--- config.mk ---
export PLATFORM = sky130hd
export DESIGN_NAME = fib_gen_nb
export DESIGN_NICKNAME = d
export VERILOG_FILES = /design/src/rtl/fib_gen_nb.sv
export SDC_FILE = /design/constraint.sdc
export NUM_CORES = 1
export LEC_CHECK = 0
export BUFFER_PORTS_ARGS = -buffer_cell sky130_fd_sc_hd__buf_2
export CORE_MARGIN = 2
export CORE_UTILIZATION = 56
export DETAILED_ROUTE_END_ITERATION = 10
export HOLD_SLACK_MARGIN = 0.03
export PLACE_DENSITY = 0.77
export SETUP_SLACK_MARGIN = 0.5
export SLEW_MARGIN = 20
export SYNTH_ARGS = -nofsm -noshare
export SYNTH_HDL_FRONTEND = slang
export SYNTH_SLANG_ARGS = --single-unit
--- constraint.sdc ---
create_clock -name clk -period 2.41 [get_ports clk]
set_input_delay 0.482 -clock clk [delete_from_list [all_inputs] [get_ports clk]]
set_output_delay 0.482 -clock clk [all_outputs]
set_load 0.01 [all_outputs]
--- src/rtl/fib_gen_nb.sv ---
// rtl/fib_gen_nb.sv - Fibonacci term generator with valid/ready output and overflow handling
module fib_gen_nb #(
    parameter int N     = 8,
    parameter int CNT_W = 5,
    parameter int WRAP  = 0
) (
    input  logic             clk,
    input  logic             reset_n,
    input  logic             start,
    input  logic [CNT_W-1:0] num_terms,
    input  logic             out_ready,
    output logic [N-1:0]     fib_out,
    output logic             out_valid,
    output logic [CNT_W-1:0] term_idx,
    output logic             busy,
    output logic             done,
    output logic             ovf
);

    typedef enum logic [1:0] {IDLE, GEN, DONE} state_t;

    localparam logic [CNT_W-1:0] CNT_ONE  = {{(CNT_W-1){1'b0}}, 1'b1};
    localparam logic [CNT_W-1:0] CNT_ZERO = '0;
    localparam logic [N-1:0]     TERM_ONE = {{(N-1){1'b0}}, 1'b1};

    state_t           state, state_nx;
    logic [N-1:0]     a, a_nx, b, b_nx;
    logic             b_c, b_c_nx;
    logic [CNT_W-1:0] cnt, cnt_nx, idx_nx;
    logic             ovf_nx;
    logic [N:0]       sum;
    logic             hs;

    assign sum     = {1'b0, a} + {1'b0, b};
    assign hs      = out_valid & out_ready;
    assign fib_out = a;

    always_comb begin
        state_nx = state;
        a_nx     = a;
        b_nx     = b;
        b_c_nx   = b_c;
        cnt_nx   = cnt;
        idx_nx   = term_idx;
        ovf_nx   = ovf;
        case (state)
            IDLE: begin
                if (start) begin
                    cnt_nx   = num_terms;
                    a_nx     = '0;
                    b_nx     = TERM_ONE;
                    b_c_nx   = 1'b0;
                    idx_nx   = CNT_ZERO;
                    ovf_nx   = 1'b0;
                    state_nx = (num_terms == CNT_ZERO) ? DONE : GEN;
                end
            end
            GEN: begin
                if (hs) begin
                    if (term_idx == cnt - CNT_ONE) begin
                        state_nx = DONE;
                    end else if (b_c && (WRAP == 0)) begin
                        // The pending term does not fit in N bits: end without showing it.
                        ovf_nx   = 1'b1;
                        state_nx = DONE;
                    end else begin
                        a_nx   = b;
                        b_nx   = sum[N-1:0];
                        b_c_nx = sum[N];
                        idx_nx = term_idx + CNT_ONE;
                        if (b_c) begin
                            ovf_nx = 1'b1;
                        end
                    end
                end
            end
            DONE: begin
                state_nx = IDLE;
            end
            default: begin
                state_nx = IDLE;
            end
        endcase
    end

    always_ff @(posedge clk) begin
        if (!reset_n) begin
            state     <= IDLE;
            a         <= '0;
            b         <= TERM_ONE;
            b_c       <= 1'b0;
            cnt       <= CNT_ZERO;
            term_idx  <= CNT_ZERO;
            ovf       <= 1'b0;
            out_valid <= 1'b0;
            busy      <= 1'b0;
            done      <= 1'b0;
        end else begin
            state     <= state_nx;
            a         <= a_nx;
            b         <= b_nx;
            b_c       <= b_c_nx;
            cnt       <= cnt_nx;
            term_idx  <= idx_nx;
            ovf       <= ovf_nx;
            // Status flags are registered from the next state so they line up with it.
            out_valid <= (state_nx == GEN);
            busy      <= (state_nx != IDLE);
            done      <= (state_nx == DONE);
        end
    end

endmodule
==> key figures, run 1 <==
Outcome
  • Status: finished, final reports clean

Critical path
  • Critical Path Fanout Max: 5
  • CP peak stage delay: 0.52 ns
  • Crit-path slowest cell: or4_4
  • Crit end category: register
  • CP arrival: 2.19 ns
  • R2R depth: 7
  • CP cell instances: inv_1 > ha_4 > xnor2_2 > a22oi_2 > o2111a_2 > or4_4 > a21oi_2
  • CP required: 2.69 ns
  • Crit Path Category: reg2reg
  • Crit path launch type: register

Synth
  • Cells after synthesis: 212
  • Synth top area share: 36.0%
  • YS warnings: 0
  • Asr flop ratio synth: 0%
  • Netlist cell types: 45
  • Yosys top cell by area: dfxtp_1
  • Post-synth EDFFs: 0
  • Synth Register Bits: 33
  • Synth Flop Type: dfxtp_1
  • Synth top area cells: dfxtp_1 (36%), ha_1 (6.8%), nand2_1 (6.6%)
  • Mapped Nets: 232
  • Commonest cells post-synth: dfxtp_1 (33), nand2_1 (32), nor2_1 (15), a21oi_1 (14), o21ai_0 (12)
  • Synth Area per Inst: 8.65 µm²
  • Most common cell in the netlist: dfxtp_1
  • Sequential fraction of the synthesis area: 36.0%
  • Syn Std Cell Area: 1830 µm²

GRT
  • Initial antenna violation count: 0
  • Vias in the first global route: 1621
  • Global-route wire length before repair: 7.47 mm
  • Largest net degree at the start of global routing: 25
  • Gr usage total: roughly 28%
  • Grt ovf: 0

Drt
  • 1st-pass router iterations: 4
  • DR iter-0 viols: 137
  • Total vias in the final route: between 1500 and 2000
  • Vias per cell: about 5.9
  • Post-Route WL: roughly 4.8 mm
  • Post-DRT Antenna Nets: 0
  • Post-route DRC: 0
  • DR WL/cell: 16.2 µm

Clocking
  • Clock sink count: 33
  • CTS tree: done
  • Clock Latency Late Sink: 0.34 ns
  • Root Buffer: clkbuf_4
  • Total CTS buffers: 5
  • Clk slew on worst S/H paths: 0.11 ns
  • Htree depth: 2
  • Clock Tree Buf Depth: 2

STA
  • Least-Margin Pin Slew: approximately 0.62 ns
  • Slew Limit Headroom: 58.3%
  • Final setup TNS: 0 ns
  • Min Tclk post-route: 1.91 ns
  • F_max: 523 MHz
  • Hold WS: around 0.38 ns
  • Worst Clk Skew: roughly 0.017 ns
  • Final worst-path cycle share: 79.4%
  • RSZ-0062 raised after global routing: yes
  • Final setup fails: 0
  • Final hold violation count: 0
  • Slew Limit Fails: 0

Power and ir drop
  • Power Density: 434 nW/µm²
  • Pint: 722 µW
  • Combinational fraction of design power: 13.7%
  • Clk network pwr share: 30.3%
  • Leak Pwr: 0.996 nW
  • P_sw: 295 µW
  • Seq pwr share: 56.0%
  • Maximum vdd drop: 0.407 mV
  • Switching Fraction: 29.0%
  • Total power: slightly above 1 mW

Layout
  • Antenna cell count: 0
  • Final core area utilization: 76.1%
  • Layout cells sized above 1: 35.5%
  • Finished Layout Cells: between 200 and 300
  • Layout area overhead: 27.8%
  • # nets final: 270

Floorplanning
  • DIE HEIGHT: 61.2 µm
  • Core Box Area: between 3000 and 4000 µm²
  • Initial Util: 59.6%
  • I/O pin count: 26
  • Chip width: 61.2 µm
  • Die area: approximately 3700 µm²
  • Rows: 20

Placement
  • Placed insts: around 270
  • RePlAce Congestion: roughly 0.8
  • HPWL after DPL: ~2.9 mm
  • Port buffer count: 25

Run
  • Max Cap Viol: 0

Worst hold path
  • Worst Hold Depth: 3
  • Hold Path Class: in2reg
per-stage QoR:
step / setup slack, ns / cell area (µm²)
global placement: 0.316 / 1990
CTS: 0.503 / 2250
detailed placement: 0.233 / 1990
floorplan: 0.505 / 1830
global route: 0.434 / 2340
finish: 0.497 / 2340
cell families after synthesis:
| kind of cell | after synthesis | share of synthesized area [%] |
|---|---|---|
| mux | 10 | 5.53 |
| compound gates | 56 | 21.4 |
| fa+ha+maj | 11 | 7.92 |
| xor+xnor | 10 | 5.60 |
| buf+inv | 16 | 4.03 |
| flops | 33 | 36.0 |
| simple gates | 76 | 19.5 |
power by group through the flow:
stage | Sequential, mW | Clock [mW] | Combinational [mW]
after floorplan | 0.580 | 0 | 0.0767
after detailed placement | 0.580 | 0 | 0.107
final | 0.569 | 0.308 | 0.139
after CTS | 0.568 | 0.308 | 0.118
after global routing | 0.571 | 0.343 | 0.150
after global placement | 0.580 | 0 | 0.105
what timing repair did:
action / CTS / global route
cloned: 1 / 0
setup endpoints to repair: 21 / 27
endpoints found under the hold margin: 0 / 0
pin swaps: 11 / 15
hold buffers: 0 / 0
resized for setup: 23 / 20
buffers inserted: 12 / 0
metal layers:
layer  global-route usage (%)  vias up  wire length [µm]
met5                        0        -                 0
met4                     10.2        0                66
met3                     6.30       11               201
met2                     44.2       53              2290
met1                     37.1      834              2220
li1                         -      854                 -
path summary, 6_finish.rpt:
check                       from                       end  slack (ns)
max          cnt[1]$_SDFFE_PN0P_  term_idx[3]$_SDFFE_PN0P_        0.50
min                 num_terms[1]       cnt[1]$_SDFFE_PN0P_        0.38
max reg2reg  cnt[1]$_SDFFE_PN0P_  term_idx[3]$_SDFFE_PN0P_        0.50
min reg2reg     ovf$_SDFFE_PN0P_          ovf$_SDFFE_PN0P_        0.46
layout by cell type, fill, tap and decap left out, drive strengths merged, types with 2 or more instances in the layout:
| master | instances |
|---|---|
| nor2 | 15 |
| a21o | 2 |
| o31ai | 7 |
| o21ai | 12 |
| xnor2 | 7 |
| mux2i | 9 |
| nand2 | 32 |
| clkbuf | 6 |
| nand2b | 3 |
| nand3 | 11 |
| o2111a | 3 |
| or4 | 3 |
| clkinv | 3 |
| inv | 4 |
| o32ai | 2 |
| nor3 | 5 |
| o2111ai | 2 |
| xor2 | 3 |
| buf | 41 |
| o41ai | 3 |
| a21oi | 14 |
| ha | 10 |
| dfxtp | 33 |
| a211oi | 6 |
final cells by class:
type | instances | area [µm²]
multi-input cells | 164 | 1290
fillers | 215 | 736
flip-flops and latches | 33 | 672
repair buffers | 41 | 256
well taps | 44 | 55.1
clock buffers | 6 | 41.3
inverters | 5 | 18.8
clock inverters | 2 | 10.0
critical path, delay by kind of cell (launching register included):
family / cells / cell delay, ns
adder cells (fa/ha/maj): 1 / 0.18
buffers and inverters: 1 / 0.07
AO/OA/AOI/OAI: 3 / 0.56
XOR/XNOR: 1 / 0.16
flip-flops: 1 / 0.36
AND/OR/NAND/NOR: 1 / 0.52
state kept, by name, indices dropped and copies added, names as in the netlist:
signal / cells
b: 8
busy: 1
state: 2
out_valid: 1
ovf: 1
fib_out: 8
done: 1
cnt: 5
b_c: 1
term_idx: 5
Note: power is estimated with default switching activity, not from simulation.
==> run 2, diff against run 1 <==
CORE_UTILIZATION = 51   (was 56)
PLACE_DENSITY = 0.74   (was 0.77)
clock period = 1.6 ns   (was 2.41 ns; I/O delays follow)
==> run 2 against run 1 <==
Net effect:
- the flow now finishes with violations (setup timing)
- register-to-register slack worse by 0.74 ns
- clock skew down 0.0072 ns
- non-clock buffer count up 27
- via count up 4.7%
- final cell count up 9.5%
- routed wire length up 11%
- first-iteration DRC count down 22%
- critical path depth unchanged
- sequential cell count unchanged
- final area up 22%
- critical path type unchanged
- critical endpoint is now term_idx[4]$_SDFFE_PN0P_
==> key figures, run 2 (synthesis results as in run 1) <==
STA
  • Fin worst setup slack: -0.242 ns
  • Worst Clk Skew: 0.00951 ns
  • Final hold violation count: 0
  • Least-Margin Pin Slew: roughly 0.36 ns
  • F_max: 543 MHz
  • RSZ-0062 raised after global routing: yes
  • Final setup TNS: -4.65 ns
  • Final setup fails: 27
  • Min Tclk post-route: 1.84 ns
  • Slew Limit Headroom: 75.8%
  • Slew Limit Fails: 0
  • Final worst-path cycle share: 115%

Power and ir drop
  • Power Density: roughly 550 nW/µm²
  • Pint: 1.11 mW
  • Total power: 1.56 mW
  • Clk network pwr share: between 20% and 30%
  • Switching Fraction: 28.8%
  • Seq pwr share: 54.2%
  • Maximum vdd drop: about 0.55 mV
  • P_sw: approximately 450 µW
  • Leak Pwr: 1.16 nW
  • Combinational fraction of design power: 16.2%

Critical path
  • Crit path launch type: register
  • Crit Path Category: reg2reg
  • Critical Path Fanout Max: 7
  • CP required: 1.87 ns
  • Critical R2R Launch: cnt[0]$_SDFFE_PN0P_
  • CP arrival: 2.11 ns
  • Crit end category: register
  • Start point of the critical path: cnt[0]$_SDFFE_PN0P_

Layout
  • Layout area overhead: 55.4%
  • Commonest non-fill, non-tap cells in the layout: buf_6 (31), nand2_1 (30), buf_4 (27)
  • Antenna cell count: 0
  • # nets final: 296
  • Finished Cell Area: between 2000 and 3000 µm²
  • Layout cells sized above 1: 54.9%
  • Finished Layout Cells: 323
  • Commonest non-fill, non-tap cell in the layout: buf_6
  • Final core area utilization: 84.0%

Placement
  • Port buffer count: 25
  • DP Area: 2380 µm²
  • HPWL after DPL: 3.69 mm
  • Placed insts: 303
  • RePlAce Congestion: 0.851

Outcome
  • Failing checks: setup timing
  • Status: finished with violations

Floorplanning
  • Chip width: 64.0 µm
  • Core Box Area: 3390 µm²
  • Rows: 21
  • DIE HEIGHT: 64.0 µm
  • I/O pin count: 26
  • Initial Util: 54.1%
  • Die area: about 4100 µm²

Worst hold path
  • Hold Path Class: in2reg
  • Worst Hold Launch: num_terms[3]

Drt
  • M1 WL: about 2.4 mm
  • Met3 routed WL: 139 µm
  • Vias per cell: 5.68
  • Max layer used: met4
  • 1st-pass router iterations: 4
  • Total vias in the final route: approximately 1800
  • Post-Route WL: approximately 5.3 mm
  • DR iter-0 viols: 107
  • Post-route DRC: 0
  • DR WL/cell: 16.5 µm
  • Met2 WL: 2.68 mm
  • Post-DRT Antenna Nets: 0

Clocking
  • CTS tree: done
  • Clk slew on worst S/H paths: 0.11 ns
  • Clock sink count: 33
  • Clock Latency Late Sink: 0.33 ns
  • Clock Tree Buf Depth: 2
  • Root Buffer: clkbuf_4
  • Total CTS buffers: 5
  • Htree depth: 2
  • # hold bufs at CTS: 0

Run
  • Max Cap Viol: 0

GRT
  • Initial antenna violation count: 0
  • Global-route wire length before repair: 8.60 mm
  • Grt ovf: 0
  • Gr usage total: 26.7%
  • Vias in the first global route: 1833
  • Largest net degree at the start of global routing: 18
==> run 2: critical path, cell delays in order (launching register included) <==
cell	delay [ns]
dfxtp_2	0.36
inv_2	0.05
ha_4	0.17
xnor2_2	0.14
a22oi_2	0.09
o2111a_2	0.31
or4_4	0.52
a21oi_2	0.14
==> run 2: cell type report <==
cell class,instances,area [µm²]
clock inverter,2,10.0
inverter,5,20.0
sequential,33,709
tap,46,57.6
fill,178,542
timing repair buffer,68,602
clock buffer,6,41.3
multi-input combinational,163,1410
==> run 2: stage by stage <==
step / hold WS [ns] / setup WS (ns)
after floorplan: 0.429 / -0.124
after global placement: 0.438 / -0.187
after detailed placement: 0.448 / -0.202
after CTS: 0.218 / -0.197
after global routing: 0.234 / -0.315
final: 0.216 / -0.242
==> run 2: worst paths after layout <==
check | cells after the start | slack (ns) | endpoint
worst max register to register | 7 | -0.24 | term_idx[4]$_SDFFE_PN0P_
worst max-delay path | 7 | -0.24 | term_idx[4]$_SDFFE_PN0P_
worst min-delay path | 3 | 0.22 | cnt[3]$_SDFFE_PN0P_
worst min register to register | 1 | 0.48 | busy$_SDFF_PN0_
==> run 2: repair_timing <==
item / in CTS / in global routing
pin swaps: 14 / 10
resized for setup: 49 / 30
buffers inserted: 8 / 4
endpoints found under the setup margin: 48 / 49
==> run 2: power groups by stage <==
stage | Sequential [mW] | Combinational (mW) | Clock, mW
finish | 0.845 | 0.252 | 0.461
CTS | 0.849 | 0.225 | 0.459
global placement | 0.869 | 0.199 | 0
global route | 0.848 | 0.273 | 0.500
detailed placement | 0.870 | 0.206 | 0
floorplan | 0.873 | 0.133 | 0
==> run 2: layer usage <==
| metal | up-vias | track usage, % |
|---|---|---|
| li1 | 901 | - |
| met1 | 894 | 34.0 |
| met2 | 34 | 45.8 |
| met3 | 6 | 4.93 |
| met4 | 0 | 7.34 |
| met5 | - | 0 |
